$ cat config.mk
export PLATFORM = sky130hd
export DESIGN_NAME = piso_tx
export DESIGN_NICKNAME = d
export VERILOG_FILES = /design/src/rtl/piso_tx.sv
export SDC_FILE = /design/constraint.sdc
export NUM_CORES = 1
export LEC_CHECK = 0
export BUFFER_PORTS_ARGS = -buffer_cell sky130_fd_sc_hd__clkbuf_2
export CAP_MARGIN = 10
export CORE_UTILIZATION = 50
export CTS_BUF_LIST = sky130_fd_sc_hd__clkbuf_4
export DETAILED_ROUTE_END_ITERATION = 16
export GPL_TIMING_DRIVEN = 0
export MAX_ROUTING_LAYER = met4
export PLACE_DENSITY = 0.74
export SKIP_CTS_REPAIR_TIMING = 1
export SLEW_MARGIN = 20
export SYNTH_ARGS = -nofsm -noshare
export SYNTH_HDL_FRONTEND = slang
export SYNTH_SLANG_ARGS = --single-unit
$ cat constraint.sdc
create_clock -name clk -period 2.8 [get_ports clk]
set_input_delay 0.14 -clock clk [delete_from_list [all_inputs] [get_ports clk]]
set_output_delay 0.14 -clock clk [all_outputs]
set_load 0.02 [all_outputs]
$ cat src/rtl/piso_tx.sv
// piso_tx: parallel-in serial-out transmitter with a one-word holding buffer.
// The shifter drains WIDTH-bit words one bit per valid/ready transfer. While a
// frame is shifting, the next word parks in the holding register. A word
// offered on the last-bit transfer bypasses the holding register, so frames
// follow each other with no idle cycle.
module piso_tx #(
    parameter int WIDTH     = 8,
    parameter bit MSB_FIRST = 1'b1
) (
    input  logic             clk,
    input  logic             rst_n,
    input  logic             load_valid,
    output logic             load_ready,
    input  logic [WIDTH-1:0] load_data,
    output logic             ser_valid,
    input  logic             ser_ready,
    output logic             ser_data,
    output logic             ser_first,
    output logic             ser_last
);

    localparam int CW = $clog2(WIDTH);
    localparam logic [CW-1:0] CNT_ZERO = {CW{1'b0}};
    localparam logic [CW-1:0] CNT_LAST = CW'(WIDTH - 1);

    typedef enum logic [0:0] {
        ST_IDLE  = 1'b0,
        ST_SHIFT = 1'b1
    } state_e;

    state_e           state_q, state_d;
    logic [WIDTH-1:0] shreg_q, shreg_d;
    logic [CW-1:0]    cnt_q, cnt_d;
    logic [WIDTH-1:0] hold_q, hold_d;
    logic             hold_full_q, hold_full_d;

    logic accept_s;
    logic xfer_s;
    logic last_xfer_s;

    // Move the shifter one position toward the bit that drives ser_data.
    function automatic logic [WIDTH-1:0] shift_out(input logic [WIDTH-1:0] v);
        logic [WIDTH-1:0] r;
        if (MSB_FIRST) begin
            r = {v[WIDTH-2:0], 1'b0};
        end else begin
            r = {1'b0, v[WIDTH-1:1]};
        end
        return r;
    endfunction

    assign accept_s    = load_valid && load_ready;
    assign xfer_s      = ser_valid && ser_ready;
    assign last_xfer_s = xfer_s && (cnt_q == CNT_LAST);

    assign load_ready = !hold_full_q;
    assign ser_valid  = (state_q == ST_SHIFT);
    assign ser_data   = MSB_FIRST ? shreg_q[WIDTH-1] : shreg_q[0];
    assign ser_first  = ser_valid && (cnt_q == CNT_ZERO);
    assign ser_last   = ser_valid && (cnt_q == CNT_LAST);

    // State and datapath registers; reset discards both in-flight and held words.
    always_ff @(posedge clk or negedge rst_n) begin
        if (!rst_n) begin
            state_q     <= ST_IDLE;
            shreg_q     <= {WIDTH{1'b0}};
            cnt_q       <= CNT_ZERO;
            hold_q      <= {WIDTH{1'b0}};
            hold_full_q <= 1'b0;
        end else begin
            state_q     <= state_d;
            shreg_q     <= shreg_d;
            cnt_q       <= cnt_d;
            hold_q      <= hold_d;
            hold_full_q <= hold_full_d;
        end
    end

    // Next-state logic: load, shift, reload from hold or bypass, and holding-buffer fill.
    always_comb begin
        state_d     = state_q;
        shreg_d     = shreg_q;
        cnt_d       = cnt_q;
        hold_d      = hold_q;
        hold_full_d = hold_full_q;
        case (state_q)
            ST_IDLE: begin
                if (accept_s) begin
                    shreg_d = load_data;
                    cnt_d   = CNT_ZERO;
                    state_d = ST_SHIFT;
                end else begin
                    state_d = ST_IDLE;
                end
            end
            ST_SHIFT: begin
                if (last_xfer_s) begin
                    cnt_d = CNT_ZERO;
                    if (hold_full_q) begin
                        shreg_d     = hold_q;
                        hold_full_d = 1'b0;
                    end else if (accept_s) begin
                        shreg_d = load_data;
                    end else begin
                        state_d = ST_IDLE;
                    end
                end else if (xfer_s) begin
                    shreg_d = shift_out(shreg_q);
                    cnt_d   = cnt_q + CW'(1);
                end else begin
                    state_d = ST_SHIFT;
                end
                // A word arriving while not on the last transfer waits in hold.
                if (accept_s && !last_xfer_s) begin
                    hold_d      = load_data;
                    hold_full_d = 1'b1;
                end else begin
                    hold_full_d = hold_full_d;
                end
            end
            default: begin
                state_d     = ST_IDLE;
                cnt_d       = CNT_ZERO;
                hold_full_d = 1'b0;
            end
        endcase
    end

endmodule

==> run metrics, run 1 <==
ys async rst share=100%; Pwr Density=802 nW/µm²; via count=828; total die area=2290 µm²; Area growth syn-to-layout=14.4%; Reg2Reg Depth=5; final critical-path share of the clock period=68.8%; gpl congestion=0.794; CP Buf/Inv Count=2; area leader, netlist=dfrtp_1; hold crit path type=input port to flip-flop; Max Cap Violations=0; CP Max Fanout=10; starting density of the core=53.6%; P_leak=0.556 nW; yosys warns=0; grt total ovfl=0; hpwl dp=1490 µm; Fin Setup TNS=0 ns; Critical Path RT=2.66 ns; synthesis-stage register bit count=21; Post-synth top cells=dfrtp_1 (21), a21oi_1 (8), a221o_1 (8), nand2b_1 (8), nand3_1 (8); Final Hold Fails=0; first-pass GRT wire length=3150 µm; CTS buffer count=3; met1 Use GR=26.1%; Slew headroom=50.3%; Crit-path slowest cell=dfrtp_1; Clk pin slew, worst setup/hold paths=0.12 ns; Peak VDD IR=433 µV; Worst path top cell family by delay=buffers and inverters; chip height=47.9 µm; Skew-Pair Late Insertion Delay=0.31 ns; setup violators final=0; gr busiest metal=met2; Post-DP Area=1170 µm²; FP Rows=16; Global Route Usage Sum=20.4%; worst reg2reg setup slack=0.93 ns; DRC viols=0; H-Tree Depth=1; Reg area=526 µm²; Top FF cell, synth=dfrtp_1; end point of the worst hold path=shreg_q[6]; fill count=182; worst r2r src=cnt_q[0]; most common cell type on the critical path=ha_1; Pre-Repair DR Iteration Count=4; crit path DAT=1.79 ns; crit start category=flip-flop; Distinct cells, synth=24; kind of critical path=flip-flop to output pin; Post-Synthesis Cells=95; status=complete, no violations; fmax=0.519 GHz; Post-synth EDFFs=0; Clock Skew=0.00905 ns; Antenna Nets Post-Route=0; register area share after synthesis=49.9%; mapped cell area=1050 µm²; vias in the first global route=739; antenna violations before repair=0; Final Max Tran Viols=0; worst reg2reg path endpoint=hold_q[6]; Synth area leaders=dfrtp_1 (50%), a221o_1 (7.6%), mux2_2 (7.5%), nand2b_1 (4.8%), a21oi_1 (3.8%); met3 Use GR=3.40%; # diodes=0; crit-path max cell delay=0.39 ns; critical path depth in cells=5; initial drt markers=19; largest net degree at the start of global routing=22; syn nets=110; Chip Width=47.9 µm; fin crit period=1.93 ns; RSZ-0062 raised after global routing=no; Root Driver=clkbuf_4; core box area=1960 µm²; critical path capture point type=output pin; CTS tree=built; syn avg cell area=11.1 µm²; port buffer count=16; cell breakdown of the critical path=ha_1 -> ha_1 -> clkbuf_1 -> and2_1 -> clkbuf_2; fin area=1200 µm²; most frequent cell after synthesis=dfrtp_1; Layout Nets=132; global routing usage on met2=33.5%; HP Start=load_data[6]; Via density=5.79; hold path cells=2; Top Ports=17; WL final=2160 µm; share of layout cells above drive strength 1=27.6%; clk sinks=21; routed length per placed instance=15.1 µm; Max clock buf depth=2; post-synth top area share=49.9%; Least-Margin Pin Slew=0.745 ns; multi-input logic area=497 µm²
[worst max path at each step]
stage             start  slack (ns)         to
3_5_place_dp   cnt_q[0]        0.93  hold_q[6]
3_3_place_gp   cnt_q[0]        0.95  hold_q[4]
6_report       cnt_q[0]        0.87   ser_last
5_1_grt        cnt_q[0]        0.75   ser_last
2_1_floorplan  cnt_q[0]        1.12  hold_q[0]
4_1_cts        cnt_q[0]        0.88   ser_last
[placed cells by master, fill, tap and decap left out]
master         instances
a21oi_1                8
a221o_1                8
a32oi_1                1
and2_1                 2
and3b_1                1
buf_4                  1
clkbuf_1               3
clkbuf_2              16
clkbuf_4               3
clkinv_2               1
dfrtp_1               21
dlygate4sd3_1          1
ha_1                   3
inv_1                  3
mux2_1                 1
mux2_2                 7
nand2_1                6
nand2_2                1
nand2b_1               8
nand3_1                8
nor2_1                 3
nor2b_1                1
nor3b_2                1
nor3b_4                1
o21ai_0                3
o2bb2ai_2              1
o31ai_1                2
or3_1                  1
[area by class of cell]
class,instances,area share [%]
Buffer,4,1.56
Clock buffer,3,1.87
Clock inverter,1,0.416
Inverter,3,0.936
Multi-Input combinational cell,67,41.3
Sequential cell,21,43.7
Tap cell,27,2.81
Timing Repair Buffer,17,7.48
[state kept, by name, summed over array words and instances, names as in the netlist]
signal,cells
hold_q,8
shreg_q,8
cnt_q,3
hold_full_q,1
ser_valid,1
[logic make-up after synthesis]
logic type      count (synthesis)  share of synthesized area (%)
buf+inv                         7                           2.85
flops                          21                           49.9
fa+ha+maj                       3                           3.57
compound gates                 23                           16.5
mux                             8                           8.56
simple gates                   33                           18.6
[worst reg2reg max path, delay by kind of cell (launching register included)]
| kind | cells | cell delay, ns |
|---|---|---|
| adder cells (fa/ha/maj) | 2 | 0.41 |
| flip-flops | 1 | 0.42 |
| multiplexers | 1 | 0.40 |
| AND/OR/NAND/NOR | 2 | 0.55 |
[power by group]
part | total [mW] | leakage (nW) | internal (mW) | switching, mW
clock | 0.148 | 0.0177 | 0.0533 | 0.0949
sequential | 0.471 | 0.274 | 0.405 | 0.0662
combinational | 0.346 | 0.265 | 0.157 | 0.190
total | 0.966 | 0.556 | 0.615 | 0.351
[stage by stage]
| stage | instances | setup slack [ns] | power [mW] | hold slack, ns | utilization, % |
|---|---|---|---|---|---|
| after detailed placement | 138 | 0.928 | 0.823 | 0.147 | 59.4 |
| after global routing | 143 | 0.755 | 1.04 | 0.0628 | 61.4 |
| after floorplan | 95 | 1.12 | 0.718 | -0.156 | - |
| after global placement | 138 | 0.950 | 0.803 | 0.137 | 59.4 |
| final | 143 | 0.874 | 0.966 | 0.0657 | 61.4 |
| after CTS | 142 | 0.879 | 0.974 | -0.208 | 60.8 |
[layer usage]
| metal | share of wire [%] | routed length [µm] |
|---|---|---|
| met5 | 0 | 0 |
| met4 | 0.83 | 18 |
| met3 | 4.6 | 99 |
| met2 | 50 | 1080 |
| met1 | 45 | 963 |
(Power assumes the default switching activity.)
==> run 2: changes to the inputs <==
PLACE_DENSITY = 0.77   (was 0.74)
clock period = 1.7 ns   (was 2.8 ns; I/O delays follow)
==> run 2 against run 1 <==
Compared with the run above:
- first-iteration DRC count grew 42%
- worst hold slack lost 0.058 ns
- flip-flop and latch count is the same
- clock power grew 76%
- cell area grew 6.9%
- non-clock buffer count grew 2
- final cell count grew 1.4%
- critical path depth grew 1
- total power grew 74%
- count of clock-buffer cells in the layout grew 1
- via count shrank 0.24%
==> run metrics, run 2 (synthesized netlist as in run 1, its figures left out) <==
Area growth syn-to-layout=22.2%; Root Driver=clkbuf_4; fin crit period=1.70 ns; Antenna Nets Post-Route=0; Max clock buf depth=2; Top Ports=17; via count=826; CP Max Fanout=4; final total power=1.68 mW; CTS tree=built; CTS buffer count=3; crit-path max cell delay=0.45 ns; Switching Share=36.6%; crit start category=flip-flop; Pre-Repair DR Iteration Count=4; DRC viols=0; Crit-path slowest cell=dfrtp_1; register share of total power=47.0%; Critical Path RT=1.90 ns; chip height=47.9 µm; Final Max Tran Viols=0; core box area=1960 µm²; antenna violations before repair=0; crit path DAT=1.90 ns; final critical-path share of the clock period=100%; hold slack final=0.00763 ns; first-pass GRT wire length=3330 µm; Clock Skew=0.00362 ns; gpl congestion=0.848; clk sinks=21; hold crit path type=input port to flip-flop; port buffer count=16; routed length per placed instance=15.5 µm; Global Route Usage Sum=21.9%; Least-Margin Pin Slew=0.515 ns; FP Rows=16; largest net degree at the start of global routing=22; Layout Nets=134; Slew headroom=65.7%; initial drt markers=27; Worst path top cell family by delay=flip-flops; total die area=2290 µm²; starting density of the core=53.6%; setup ws final=0.000532 ns; critical path capture point type=flip-flop; P_leak=0.586 nW; Clock power frac=15.5%; Comb pwr share=37.5%; Max Cap Violations=0; final core occ=65.6%; cell breakdown of the critical path=ha_4 -> ha_4 -> nand2_4 -> nor3b_4 -> buf_6 -> mux2_2; kind of critical path=flip-flop to flip-flop; RSZ-0062 raised after global routing=yes; H-Tree Depth=1; vias in the first global route=797; Setup WS pre-CTS=-0.195 ns; setup violators final=0; WL final=2250 µm; CP Buf/Inv Count=1; Skew-Pair Late Insertion Delay=0.30 ns; fmax=0.588 GHz; Final Hold Fails=0; # diodes=0; grt total ovfl=0; Chip Width=47.9 µm; largest registers=hold_q: 8 flops, shreg_q: 8 flops, cnt_q: 3 flops; hpwl dp=1460 µm; Peak VDD IR=821 µV; Pwr Density=1310 nW/µm²; commonest non-fill, non-tap cell in the layout=dfrtp_1; status=complete, no violations; most frequent cells in the layout=dfrtp_1 (21), clkbuf_2 (16), nand2b_1 (8), nand3_1 (8), a221o_1 (8); switching power=0.616 mW; Fin Setup TNS=0 ns; Via density=5.70; share of layout cells above drive strength 1=33.9%; Clk pin slew, worst setup/hold paths=0.12 ns; most common cell type on the critical path=ha_4; Int Pwr=1.07 mW
-- run 2: final timing paths --
kind	startpoint	endpoint	slack [ns]	cells past startpoint
max	cnt_q[0]	hold_q[6]	0.0005	6
min	load_data[5]	hold_q[5]	0.008	2
max reg2reg	cnt_q[0]	hold_q[6]	0.0005	6
min reg2reg	hold_q[5]	hold_q[5]	0.51	1
max in group asynchronous	rst_n	hold_q[2]	1.09	2
min in group asynchronous	rst_n	shreg_q[2]	0.27	2
-- run 2: through the flow --
stage	instance area [µm²]	instances
6_report	1290	145
5_1_grt	1290	145
3_3_place_gp	1170	138
2_1_floorplan	1050	95
4_1_cts	1200	142
3_5_place_dp	1170	138
-- run 2: layout make-up --
| cell class | instances | area, µm² |
|---|---|---|
| well taps | 27 | 33.8 |
| flip-flops and latches | 21 | 526 |
| multi-input cells | 67 | 546 |
| clock buffers | 4 | 30.0 |
| inverters | 3 | 11.3 |
| plain buffers | 4 | 27.5 |
| fillers | 176 | 676 |
| repair buffers | 19 | 113 |
-- run 2: layer usage --
| layer | share of wire, % | vias to the layer above | GRT usage [%] |
|---|---|---|---|
| li1 | - | 397 | - |
| met1 | 43 | 399 | 25.4 |
| met2 | 50 | 23 | 34.9 |
| met3 | 3.6 | 7 | 3.77 |
| met4 | 3.1 | 0 | 13.9 |
| met5 | 0 | - | - |
-- run 2: power groups by stage --
stage | Combinational (mW) | Sequential, mW | Clock [mW]
floorplan | 0.403 | 0.779 | 0
global placement | 0.542 | 0.778 | 0
detailed placement | 0.570 | 0.787 | 0
CTS | 0.571 | 0.777 | 0.263
finish | 0.632 | 0.792 | 0.260
global route | 0.702 | 0.814 | 0.283
